File: src/rtl/tdm_dac_tx.sv
// tdm_dac_tx
// Latches four signed W-bit channel samples on each rising edge of sample_clk
// and serializes them MSB-first as one 4-slot TDM frame. Each slot is
// SLOT_BITS wide, with the sample left-justified and zero padded. The block
// generates its own bit clock and a one-bit-period frame sync.
//
// Ports:
//   clk            system clock; all logic runs on its rising edge
//   rst            synchronous, active-high reset
//   sample_clk     sample-rate level signal; its rising edge starts a frame
//   sample_in0..3  signed channel samples for slots 0..3
//   bclk           generated bit clock; the receiver samples sdout on its rise
//   fsync          high for the first bit period of slot 0
//   sdout          serial data, MSB first
//   busy           high while a frame is being shifted
//   overrun        sticky; set by a sample_clk edge that arrives while busy
//
// state    | meaning
// ---------+---------------------------------------------------------
// ST_IDLE  | outputs low, waiting for a sample_clk rising edge
// ST_SHIFT | shifting a frame out of the shadow registers
module tdm_dac_tx #(
  parameter int W         = 16,
  parameter int SLOT_BITS = 32,
  parameter int BCLK_DIV  = 2
) (
  input  logic                clk,
  input  logic                rst,
  input  logic                sample_clk,
  input  logic signed [W-1:0] sample_in0,
  input  logic signed [W-1:0] sample_in1,
  input  logic signed [W-1:0] sample_in2,
  input  logic signed [W-1:0] sample_in3,
  output logic                bclk,
  output logic                fsync,
  output logic                sdout,
  output logic                busy,
  output logic                overrun
);

  localparam int PW = (SLOT_BITS > 1) ? $clog2(SLOT_BITS) : 1;
  localparam int DW = $clog2(2 * BCLK_DIV);
  localparam int IW = (W > 1) ? $clog2(W) : 1;

  typedef enum logic {ST_IDLE, ST_SHIFT} state_t;

  state_t          state_q, state_d;
  logic            sc_prev_q, sc_prev_d;
  logic [W-1:0]    shadow_q [4];
  logic [W-1:0]    shadow_d [4];
  logic [1:0]      slot_q, slot_d;
  logic [PW-1:0]   pos_q, pos_d;
  logic [DW-1:0]   phase_q, phase_d;
  logic            bclk_q, bclk_d;
  logic            fsync_q, fsync_d;
  logic            sdout_q, sdout_d;
  logic            busy_q, busy_d;
  logic            overrun_q, overrun_d;

  logic            start;
  logic            last_phase;
  logic [IW-1:0]   bidx;

  always_comb begin
    state_d    = state_q;
    sc_prev_d  = sample_clk;
    shadow_d   = shadow_q;
    slot_d     = slot_q;
    pos_d      = pos_q;
    phase_d    = phase_q;
    bclk_d     = bclk_q;
    fsync_d    = fsync_q;
    sdout_d    = sdout_q;
    busy_d     = busy_q;
    overrun_d  = overrun_q;
    bidx       = '0;
    start      = sample_clk & ~sc_prev_q;
    last_phase = (int'(phase_q) == 2 * BCLK_DIV - 1);

    case (state_q)
      ST_IDLE: begin
        bclk_d  = 1'b0;
        fsync_d = 1'b0;
        sdout_d = 1'b0;
        busy_d  = 1'b0;
        if (start) begin
          shadow_d[0] = sample_in0;
          shadow_d[1] = sample_in1;
          shadow_d[2] = sample_in2;
          shadow_d[3] = sample_in3;
          slot_d      = '0;
          pos_d       = '0;
          phase_d     = '0;
          state_d     = ST_SHIFT;
          busy_d      = 1'b1;
          fsync_d     = 1'b1;
          sdout_d     = sample_in0[W-1];
        end
      end

      ST_SHIFT: begin
        // Edges during a frame are dropped but remembered as an overrun.
        if (start) overrun_d = 1'b1;
        if (last_phase) begin
          phase_d = '0;
          bclk_d  = 1'b0;
          fsync_d = 1'b0;
          if (int'(pos_q) == SLOT_BITS - 1) begin
            pos_d = '0;
            if (slot_q == 2'd3) begin
              state_d = ST_IDLE;
              busy_d  = 1'b0;
            end else begin
              slot_d = slot_q + 2'd1;
            end
          end else begin
            pos_d = pos_q + 1'b1;
          end
          // Next bit is chosen from the next slot/position; padding past W is 0.
          bidx = IW'(W - 1 - int'(pos_d));
          if (state_d == ST_IDLE || int'(pos_d) >= W) sdout_d = 1'b0;
          else                                        sdout_d = shadow_q[slot_d][bidx];
        end else begin
          phase_d = phase_q + 1'b1;
          bclk_d  = (int'(phase_d) >= BCLK_DIV);
        end
      end

      default: state_d = ST_IDLE;
    endcase
  end

  always_ff @(posedge clk) begin
    if (rst) begin
      state_q   <= ST_IDLE;
      sc_prev_q <= 1'b0;
      for (int i = 0; i < 4; i++) shadow_q[i] <= '0;
      slot_q    <= '0;
      pos_q     <= '0;
      phase_q   <= '0;
      bclk_q    <= 1'b0;
      fsync_q   <= 1'b0;
      sdout_q   <= 1'b0;
      busy_q    <= 1'b0;
      overrun_q <= 1'b0;
    end else begin
      state_q   <= state_d;
      sc_prev_q <= sc_prev_d;
      shadow_q  <= shadow_d;
      slot_q    <= slot_d;
      pos_q     <= pos_d;
      phase_q   <= phase_d;
      bclk_q    <= bclk_d;
      fsync_q   <= fsync_d;
      sdout_q   <= sdout_d;
      busy_q    <= busy_d;
      overrun_q <= overrun_d;
    end
  end

  assign bclk    = bclk_q;
  assign fsync   = fsync_q;
  assign sdout   = sdout_q;
  assign busy    = busy_q;
  assign overrun = overrun_q;

endmodule

File: config.mk
export PLATFORM = sky130hd
export DESIGN_NAME = tdm_dac_tx
export DESIGN_NICKNAME = d
export VERILOG_FILES = /design/src/rtl/tdm_dac_tx.sv
export SDC_FILE = /design/constraint.sdc
export NUM_CORES = 1
export LEC_CHECK = 0
export CORE_MARGIN = 2
export CORE_UTILIZATION = 30
export DETAILED_ROUTE_END_ITERATION = 8
export GPL_ROUTABILITY_DRIVEN = 0
export HOLD_SLACK_MARGIN = 0.08
export PLACE_DENSITY = 0.63
export RECOVER_POWER = 100
export SYNTH_ARGS = -nofsm -noshare
export SYNTH_HDL_FRONTEND = slang
export SYNTH_SLANG_ARGS = --single-unit
export TNS_END_PERCENT = 20
File: constraint.sdc
create_clock -name clk -period 2.4 [get_ports clk]
set_input_delay 0.72 -clock clk [delete_from_list [all_inputs] [get_ports clk]]
set_output_delay 0.72 -clock clk [all_outputs]
set_load 0.03 [all_outputs]
==> flow_metrics.tcl <==
set metrics [dict create \
    status "finished with violations" \
    failed_checks "capacitance limit, slew limit" \
    cts-root-buf "clkbuf_16" \
    hp-class "reg2reg" \
    grt_use_total_pct 15.9 \
    netlist_top_cells_area "dfxtp_1 (42%), nand2_1 (16%), a21oi_1 (12%)" \
    syn-cell-area_um2 3800 \
    ir_drop_uv 261 \
    ys_async_sr_fraction_pct 0 \
    n_antenna_cell 0 \
    grt_pass1_vias 3433 \
    p_leak_nw 1.76 \
    start_kind "register" \
    core_um2 12500 \
    initialDrtViolationCount 264 \
    hpwl_mm 7.61 \
    grt_pass1_wl_mm 17.0 \
    layout-drive-gt1-share_pct 9.80 \
    setup_viol_count_final 0 \
    cts_sinks 80 \
    start_util_pct 30.4 \
    wl_mm 10.4 \
    finalNetCount 628 \
    synth_edf_count 0 \
    path_class "reg2reg" \
    relSlewSlack_pct -0.963 \
    syn_inst 500 \
    antenna_found_initial 0 \
    numCtsBuffers 9 \
    yosysWarnings 0 \
    seq_area_frac_synth_pct 42.1 \
    rows 41 \
    detail_route.vias_per_cell 4.89 \
    ios 72 \
    io_buffers 71 \
    synth-main-ff-cell "dfxtp_1" \
    required_ns 2.61 \
    total_power_mw 3.03 \
    syn_to_final_growth_pct 32.3 \
    drc_errors 0 \
    path_clk_slew_ns 0.06 \
    vias 3588 \
    avgSynthCellArea_um2 7.60 \
    synth_top_area_share_pct 42.1 \
    grt_start_max_net_pins 81 \
    wl_per_cell_um 14.2 \
    cts_buffer_depth 2 \
    die_area_um2 13600 \
    grt-ovfl-total 0 \
    fin_util_pct 40.2 \
    ys_seq_elements 80 \
    htree_levels 3 \
    hold_buffers 0 \
    fmax_ghz 0.430 \
    cp.arrival_ns 2.54 \
    worstSetupEndpointType "register" \
    tightestPinTransition_ns 1.51 \
    cts_tree "built" \
    critPathMaxFanout 4 \
    die_w_um 117 \
    synth_top_area_cell "dfxtp_1" \
    fillers 1292 \
    finalCriticalPeriod_ns 2.33 \
    drtAntennaViolNets 0 \
    yosys.cell_count.top_type "nand2_1" \
    ys_types 58 \
    final_max_slew_viol_count 81 \
    hold_violations 0 \
    fin_skew_ns 0.00566 \
    synth_fp_nets 571 \
    finalCritPeriodShare_pct 97.0 \
    power.density_nw_per_um2 603 \
    drv_cap 1 \
    die_h_um 117 \
    synthTopCellsByCount "nand2_1 (159), a21oi_1 (89), dfxtp_1 (80)" \
    firstDrtPassIters 4 \
    insertion_delay_ns 0.34 \
]
[worst max-delay path: stages, from the launching register on]
cell      delay [ns]
dfxtp_2         0.34
ha_4            0.16
and3_4          0.19
ha_4            0.19
xor2_4          0.16
a221o_1         0.36
a221oi_2        0.31
nor3_2          0.07
o32ai_2         0.28
o221ai_2        0.13
[layer usage]
metal,share of wire (%),vias up,GRT usage (%)
li1,-,1816,-
met1,47,1645,21.5
met2,45,110,25.2
met3,5.7,17,3.48
met4,1.8,0,5.41
met5,0,-,0
[flip-flops by register name (all words and copies together), names as in the netlist]
name	count
fsync	1
slot_q	2
overrun	1
shadow_q	64
sdout	1
phase_q	2
state_q	1
sc_prev_q	1
pos_q	5
busy	1
bclk	1
[timing repair]
item,in CTS,in global routing
setup endpoints to repair,1,1
pin swaps,0,5
gates resized for setup,2,11
buffers inserted,0,1
[final timing paths]
| kind | startpoint | slack [ns] | cells after the start | endpoint |
|---|---|---|---|---|
| worst min register to register | fsync | 0.45 | 2 | fsync |
| worst max-delay path | pos_q[1] | 0.07 | 9 | sdout |
| worst min-delay path | fsync | 0.45 | 2 | fsync |
| worst max register to register | pos_q[1] | 0.07 | 9 | sdout |
[where the power goes]
group	switching, mW	internal, mW
logic	0.175	0.193
clock network	0.517	0.693
registers	0.0536	1.40
[stage by stage]
stage	setup TNS, ns	hold WS [ns]	cells	instance area [um2]	setup WS [ns]
final	0	0.452	733	5030	0.0722
after global routing	-0.0169	0.474	733	5030	-0.0169
after CTS	0	0.457	732	4970	0.0289
after global placement	0	0.446	717	4700	0.0570
after floorplan	0	0.432	500	3800	0.181
after detailed placement	-0.0268	0.448	717	4700	-0.0268
[layout by cell type, fill, tap and decap left out, types with 3 or more instances in the layout]
cell type and instances:
inv_1 3, nand2b_1 3, clkdlybuf4s50_1 65, a21o_1 5, a22oi_1 4, o21ai_1 4, nor3b_1 3, clkbuf_16 9
nor2_1 13, a21oi_1 89, nand2_1 159, mux2i_1 7, dlygate4sd3_1 5, nor2b_1 4, a221oi_1 3, o211ai_1 3
nand3_1 8, nor3_1 3, dfxtp_1 78, o21ai_0 10, buf_4 11, a31oi_1 3, o31ai_1 3, a221oi_2 3
buf_12 4
[cell families (layout without fill, tap and decap cells)]
group / count (synthesis) / after routing / synth area share [%]
mux: 10 / 10 / 3.03
xor+xnor: 3 / 3 / 0.692
simple gates: 209 / 209 / 23.0
compound gates: 147 / 147 / 23.7
flops: 80 / 80 / 42.1
fa+ha+maj: 4 / 4 / 1.32
buf+inv: 47 / 108 / 6.09
[final cells by class]
type	instances	area [um2]	share of cell area (%)
inverters	4	15.0	0.299
well taps	172	215	4.28
clock inverters	5	35.0	0.697
flip-flops and latches	80	1600	31.9
multi-input cells	373	2040	40.6
clock buffers	10	229	4.56
repair buffers	89	888	17.7
Power figures use the tool's default switching activity.
